File: config.mk
export PLATFORM = sky130hd
export DESIGN_NAME = frame_sync_1010
export DESIGN_NICKNAME = d
export VERILOG_FILES = /design/src/rtl/frame_sync_1010.sv
export SDC_FILE = /design/constraint.sdc
export NUM_CORES = 1
export LEC_CHECK = 0
export CORE_ASPECT_RATIO = 1.2
export CORE_MARGIN = 4
export CORE_UTILIZATION = 51
export DETAILED_ROUTE_END_ITERATION = 7
export GPL_ROUTABILITY_DRIVEN = 0
export PLACE_DENSITY = 0.79
export SKIP_CTS_REPAIR_TIMING = 1
export SYNTH_ARGS = -nofsm -noshare
export SYNTH_HDL_FRONTEND = slang
export SYNTH_SLANG_ARGS = --single-unit
File: constraint.sdc
create_clock -name clk -period 1.8 [get_ports clk]
set_input_delay 0.36 -clock clk [delete_from_list [all_inputs] [get_ports clk]]
set_output_delay 0.36 -clock clk [all_outputs]
set_load 0.01 [all_outputs]
File: src/rtl/frame_sync_1010.sv
// frame_sync_1010
//   Frame synchroniser that sits behind the overlapping Moore 1010 detector.
//   It locks onto a marker that repeats every FRAME_LEN bits, confirms the
//   alignment over LOCK_CNT markers, and then flywheels through up to
//   MISS_CNT-1 consecutive missed markers before dropping back to hunting.
//
// Ports
//   clk          in   system clock, rising edge
//   reset        in   asynchronous active-low reset
//   det          in   one-clock hit pulse from the 1010 detector
//   locked       out  high while aligned (LOCKED state)
//   frame_start  out  one-clock strobe per frame boundary while locked
//   bit_pos      out  bit index within the frame, 0 while hunting
//   sync_err     out  one-clock strobe per missed marker slot while locked
//   err_count    out  saturating count of sync_err strobes
//   stray_count  out  saturating count of off-slot markers while locked
//
// Build option
//   FRAME_SYNC_STRAY_EN  when defined, builds the stray-marker counter;
//                        otherwise stray_count is tied to zero.
//
// state  | meaning
// HUNT   | no alignment, waiting for any marker
// VERIFY | tentative alignment, counting on-slot markers
// LOCKED | aligned, emitting frame_start, tolerating isolated misses

module frame_sync_1010 #(
  parameter int FRAME_LEN = 8,
  parameter int LOCK_CNT  = 3,
  parameter int MISS_CNT  = 2,
  parameter int ERR_W     = 8
) (
  input  logic                         clk,
  input  logic                         reset,
  input  logic                         det,
  output logic                         locked,
  output logic                         frame_start,
  output logic [$clog2(FRAME_LEN)-1:0] bit_pos,
  output logic                         sync_err,
  output logic [ERR_W-1:0]             err_count,
  output logic [ERR_W-1:0]             stray_count
);

  localparam int PW = $clog2(FRAME_LEN);
  localparam int MW = $clog2(LOCK_CNT + 1);
  localparam int XW = $clog2(MISS_CNT + 1);

  localparam logic [PW-1:0] POS_LAST  = PW'(FRAME_LEN - 1);
  localparam logic [MW-1:0] LOCK_LAST = MW'(LOCK_CNT - 1);
  localparam logic [XW-1:0] MISS_LAST = XW'(MISS_CNT - 1);

  typedef enum logic [1:0] {
    ST_HUNT   = 2'd0,
    ST_VERIFY = 2'd1,
    ST_LOCKED = 2'd2
  } state_t;

  state_t           state_q, state_d;
  logic [PW-1:0]    pos_q, pos_d;
  logic [MW-1:0]    match_q, match_d;
  logic [XW-1:0]    miss_q, miss_d;
  logic             fs_q, fs_d;
  logic             se_q, se_d;
  logic [ERR_W-1:0] err_q, err_d;

  logic [PW-1:0]    pos_next;
  logic             slot;

  assign slot     = (pos_q == '0);
  assign pos_next = (pos_q == POS_LAST) ? '0 : pos_q + PW'(1);

  always_ff @(posedge clk or negedge reset) begin
    if (!reset) begin
      state_q <= ST_HUNT;
      pos_q   <= '0;
      match_q <= '0;
      miss_q  <= '0;
      fs_q    <= 1'b0;
      se_q    <= 1'b0;
      err_q   <= '0;
    end else begin
      state_q <= state_d;
      pos_q   <= pos_d;
      match_q <= match_d;
      miss_q  <= miss_d;
      fs_q    <= fs_d;
      se_q    <= se_d;
      err_q   <= err_d;
    end
  end

  always_comb begin
    state_d = state_q;
    pos_d   = pos_q;
    match_d = match_q;
    miss_d  = miss_q;
    fs_d    = 1'b0;
    se_d    = 1'b0;
    err_d   = err_q;

    case (state_q)
      ST_HUNT: begin
        if (det) begin
          // The acquiring marker occupies slot 0, so the next cycle is bit 1.
          pos_d   = PW'(1);
          match_d = MW'(1);
          miss_d  = '0;
          if (LOCK_CNT == 1) begin
            state_d = ST_LOCKED;
            fs_d    = 1'b1;
          end else begin
            state_d = ST_VERIFY;
          end
        end
      end

      ST_VERIFY: begin
        pos_d = pos_next;
        if (slot) begin
          if (det) begin
            match_d = match_q + MW'(1);
            if (match_q == LOCK_LAST) begin
              state_d = ST_LOCKED;
              miss_d  = '0;
              fs_d    = 1'b1;
            end
          end else begin
            state_d = ST_HUNT;
            pos_d   = '0;
            match_d = '0;
          end
        end
      end

      ST_LOCKED: begin
        pos_d = pos_next;
        if (slot) begin
          if (det) begin
            miss_d = '0;
            fs_d   = 1'b1;
          end else begin
            se_d = 1'b1;
            if (err_q != '1) err_d = err_q + ERR_W'(1);
            if (miss_q == MISS_LAST) begin
              state_d = ST_HUNT;
              pos_d   = '0;
              match_d = '0;
              miss_d  = '0;
            end else begin
              // Flywheel: keep the frame timing through a tolerated miss.
              miss_d = miss_q + XW'(1);
              fs_d   = 1'b1;
            end
          end
        end
      end

      default: begin
        state_d = ST_HUNT;
        pos_d   = '0;
        match_d = '0;
        miss_d  = '0;
      end
    endcase
  end

`ifdef FRAME_SYNC_STRAY_EN
  logic [ERR_W-1:0] stray_q, stray_d;

  always_comb begin
    stray_d = stray_q;
    if ((state_q == ST_LOCKED) && !slot && det && (stray_q != '1))
      stray_d = stray_q + ERR_W'(1);
  end

  always_ff @(posedge clk or negedge reset) begin
    if (!reset) stray_q <= '0;
    else        stray_q <= stray_d;
  end

  assign stray_count = stray_q;
`else
  assign stray_count = '0;
`endif

  assign locked      = (state_q == ST_LOCKED);
  assign frame_start = fs_q;
  assign sync_err    = se_q;
  assign err_count   = err_q;
  assign bit_pos     = (state_q == ST_HUNT) ? '0 : pos_q;

endmodule

Yosys cells after proc, flatten, opt, wreduce, memory -nomap -nowiden

Cells that the tools add are included.

Bits in registers: 19
Input bits: 3
Output and inout port bits: 22
Word-level logic and storage cells: 70

Add/subtract/negate cells: 4
Equal/unequal tests: 14
Muxes and demuxes: 38
Bitwise operators: 1
Reductions and logical operators: 6

Operators by type and width:

| operator            | count |
|---|---|
| $mux 2              | 16 |
| $mux 3              | 8 |
| $pmux 2 s3          | 3 |
| $ne 2x2->1 const B  | 5 |
| $reduce_and 5->1    | 2 |
| $mux 1              | 9 |
| $pmux 3 s3          | 1 |
| $add 8x1->8 const B | 1 |
| $ne 8x8->1 const B  | 1 |
| $reduce_and 6->1    | 1 |
| $add 2x1->2 const B | 2 |
| $eq 2x1->1 const B  | 2 |
| $eq 2x2->1 const B  | 2 |
| $ne 2x1->1 const B  | 2 |
| $reduce_and 4->1    | 1 |
| $add 3x1->3 const B | 1 |
| $eq 3x3->1 const B  | 1 |
| $logic_not 3->1     | 1 |
| $ne 3x3->1 const B  | 1 |
| $logic_not 2->1     | 1 |
| $pmux 1 s2          | 1 |
| $not 1->1           | 1 |

Logic depth before layout (Yosys ltp)

Word-level depth: 6
Gate-level depth with buffers: 6
Gate-level depth less buffers: 5

Worst setup path after synthesis

No wires, ideal clock.

Kind: reg2reg
From: register state_q[0]
To: register match_q[1]
Library setup time: 0.125 ns
Arrival: 1.492 ns
Required time: 1.675 ns
Setup slack: 0.183 ns
Stages on the path, launching flop included: 7
Path buffers: 1
Clock period less this slack: 1.617 ns
Cell sequence: dfrtp_1 inv_1 ha_1 buf_2 or2_2 a221oi_2 o2bb2ai_1

Cells in the longest elaborated chain, start to end: 3
Elaborated cells on any way between the ends: 10
Those cells by class: 7 x eq/ne; 1 x mux; 2 x reduce/logical

Ends and longest elaborated chain:

| element                                                   | line | text |
|---|---|---|
| from (decl)                                               | 58   | `state_t state_q, state_d;` |
| from (signal assigned)                                    | 82   | `state_q <= state_d;` |
| $eq 2x2->1 (*)                                            | --   |  |
| net locked                                                | 36   | `output logic locked,` |
| $ne 2x1->1 (no line) / $ne 2x2->1 (equally long branches) | --   |  |
| $reduce_and 5->1 (no line)                                | --   |  |
| to (signal assigned)                                      | 84   | `match_q <= match_d;` |
| to (decl)                                                 | 60   | `logic [MW-1:0] match_q, match_d;` |

The timed path passes the listed nets; every way through them passes the cells marked *.
A chain may end at the register's enable or synchronous reset.

Final worst setup path

From: register pos_q[1]
To: register pos_q[0]

Cells in the longest elaborated chain, start to end: 6
Elaborated cells on any way between the ends: 9
Those cells by class: 1 x eq/ne; 7 x mux; 1 x reduce/logical

Ends and longest elaborated chain:

| element                | line | text |
|---|---|---|
| from (decl)            | 59   | `logic [PW-1:0] pos_q, pos_d;` |
| from (signal assigned) | 83   | `pos_q <= pos_d;` |
| $eq 3x3->1             | 70   | `assign pos_next = (pos_q == POS_LAST) ? '0 : pos_q + PW'(1);` |
| $mux 3                 | 70   |  |
| $mux 3                 | 144  | `if (miss_q == MISS_LAST) begin` |
| $mux 3                 | 138  | `if (det) begin` |
| $mux 3                 | 137  | `if (slot) begin` |
| $pmux 3 s3 (*)         | 101  | `case (state_q)` |

Mark *: on every way between the ends. The rest lies on a longest branch, timed or not.

==> metrics.md <==
| Metric | Value |
|---|---|
| Yosys reg bits | 19 |
| Fin util | 67.4% |
| Remaining Overflow, GRT | 0 |
| Post-Synth Simple-Gate Area | 20.0% |
| Vias in the first global route | 1018 |
| Post-Synth XOR/XNOR Area | 2.10% |
| Iter 0 DRT Violations | 41 |
| Initial core utilization | 54.3% |
| ANT cells | 0 |
| Number of flops mapped to enable cells by yosys | 0 |
| Post-Synth Adder-Cell Area | 9.00% |
| Top FF cell, synth | dfrtp_1 |
| Comb power frac | 54.5% |
| Switching share of power | 40.0% |
| Post-layout nets | 163 |
| Tot Pwr | 1.69 mW |
| Status | finished clean |
| Total internal power | 1.01 mW |
| Fmax | 574 MHz |
| Placed Area | 0.00147 mm^2 |
| H-tree depth | 1 |
| Final instance area | 0.00156 mm^2 |
| DRT Wirelength | 2.95 mm |
| P_leak | 0.759 nW |
| Tot GR Track Use | 18.2% |
| Fillers | 191 |
| CTS tree | done |
| Die X | 53.2 um |
| Area delta synth->final | 24.3% |
| Core area | 0.00231 mm^2 |
| 1st-pass router iterations | 5 |
| TritonCTS Buffers | 3 |
| Max_cap viols | 0 |
| Main area contributors after synthesis | dfrtp_1 38%, ha_1 9.0%, buf_4 5.4%, mux2_2 3.6%, inv_1 3.3% |
| HP Class | input port to async pin |
| Vias | 1040 |
| Net switching power | 0.676 mW |
| Skew-Pair Late Insertion Delay | 0.29 ns |
| Initial antenna violation count | 0 |
| Critical Path AT | 1.91 ns |
| Async S/R FF share, synth | 100% |
| Share of post-route cells with drive strength above 1 | 24.0% |
| Avg WL per Cell | 16.3 um |
| Final Hold Fails | 0 |
| Cell Area, Synth | 0.00125 mm^2 |
| Most frequent cells after synthesis | 19 x dfrtp_1, 11 x inv_1, 9 x buf_4, 9 x ha_1, 7 x nand2_1 |
| Top-count cell post-synth | dfrtp_1 |
| Distinct cells, synth | 47 |
| Synth top area share | 38.0% |
| Compound-gate portion of the synthesized area | 15.9% |
| FP Rows | 19 |
| First-pass GRT wire length | 4.64 mm |
| Clock Skews | 0.00157 ns |
| Critical path fanouts, max | 5 |
| Post-layout minimum cycle time | 1.74 ns |
| WP data required | 1.97 ns |
| Placed Cells incl. Taps | 176 |
| Post-route insts no fill | 181 |
| Clock Root Buffer | clkbuf_4 |
| Mux contribution to synthesized area | 4.40% |
| Largest net degree at the start of global routing | 20 |
| Kind of critical path | flip-flop to flip-flop |
| Maximum vdd ir drop | 0.000826 V |
| Power density over the cells | 1090 mW/mm^2 |
| Final Max Tran Viols | 0 |
| Post-synthesis sequential area ratio | 38.0% |
| Post-route ant nets | 0 |
| DR DRC count | 0 |
| Sequential Power Share | 32.9% |
| Crit. End Element | flip-flop |
| Number of buffers added on ports | 16 |
| Combinational family with the most area after synthesis | simple AND/OR/NAND/NOR gates |
| Synth warnings | 0 |
| Ports | 25 |
| Crit start category | flip-flop |
| Area leader, netlist | dfrtp_1 |
| Setup violators final | 0 |
| Clock Power Share | 12.6% |
| Synth Instances | 123 |
| Final period util | 96.7% |
| Hold Worst Slack | 0.387 ns |
| Die footprint | 0.00331 mm^2 |
| Detailed placement HPWL | 2.10 mm |
| Post-Syn Area per Cell | 10.2 um^2 |
| RSZ-0062 raised after global routing | false |
| Clk buf depth | 2 |
| Clock transition at path regs | 0.11 ns |
| Vias per inst | 5.75 |
| Die Height | 62.3 um |
| CTS Sinks | 19 |
## metrics by stage
stage	TNS [ns]	worst slack (ns)
floorplan	0	0.183
global placement	-0.00287	-0.00287
finish	0	0.0590
detailed placement	-0.208	-0.0530
global route	0	0.0190
CTS	-1.10	-0.313
## final timing paths
check | start | to | slack (ns) | cells past startpoint
worst max-delay path | pos_q[1]$_DFFE_PN0P_ | pos_q[0]$_DFFE_PN0P_ | 0.06 | 5
worst min-delay path | reset | err_count[1]$_DFFE_PN0P_ | 0.39 | 2
worst max register to register | pos_q[1]$_DFFE_PN0P_ | pos_q[0]$_DFFE_PN0P_ | 0.06 | 5
worst min register to register | match_q[1]$_DFFE_PN0P_ | match_q[1]$_DFFE_PN0P_ | 0.53 | 2
max in group asynchronous | reset | err_count[2]$_DFFE_PN0P_ | 1.19 | 2
min in group clk | match_q[1]$_DFFE_PN0P_ | match_q[1]$_DFFE_PN0P_ | 0.53 | 2
## power groups by stage
stage               sequential, mW  clock (mW)  combinational, mW
floorplan                    0.552           0              0.550
global placement             0.554           0              0.786
detailed placement           0.555           0              0.827
CTS                          0.548       0.220              0.833
global route                 0.563       0.239              0.997
finish                       0.556       0.213              0.920
## registers in the layout, summed over array words and instances (netlist names)
register / count
pos_q: 3
err_count: 8
match_q: 2
state_q: 2
sync_err: 1
miss_q: 2
frame_start: 1
## layout make-up
type	instances	area [um^2]	area share, %
multi-input cells	88	707	45.5
clock inverters	1	5.00	0.322
repair buffers	28	264	17.0
well taps	31	38.8	2.49
flip-flops and latches	19	477	30.7
inverters	11	41.3	2.65
clock buffers	3	22.5	1.45
## kinds of logic after synthesis
kind of cell             after synthesis
AND/OR/NAND/NOR                       40
adder cells (fa/ha/maj)                9
buffers and inverters                 23
flip-flops                            19
multiplexers                           5
other                                  1
XOR/XNOR                               3
AO/OA/AOI/OAI                         23
## cell usage in the layout (no fill, tap or decap), drive strengths merged, types with 4 or more instances in the layout
| master | instances |
|---|---|
| dlymetal6s2s | 4 |
| dfrtp | 19 |
| conb | 8 |
| ha | 9 |
| clkdlybuf4s50 | 12 |
| buf | 12 |
| nor2b | 4 |
| nor2 | 5 |
| o21ai | 4 |
| nand2 | 7 |
| mux2 | 4 |
| inv | 11 |
## critical path, cell delays in order, from the launching register on
cell,delay [ns]
dfrtp_1,0.42
inv_1,0.11
ha_2,0.25
or3b_2,0.47
a21oi_2,0.24
o41ai_1,0.13
## metal layers
layer,vias up,track usage (%),wire length [um]
met4,0,7.35,40
met2,50,31.1,1640
met5,-,0,0
li1,485,-,-
met3,6,3.11,162
met1,499,21.8,1110
(Power assumes the default switching activity.)
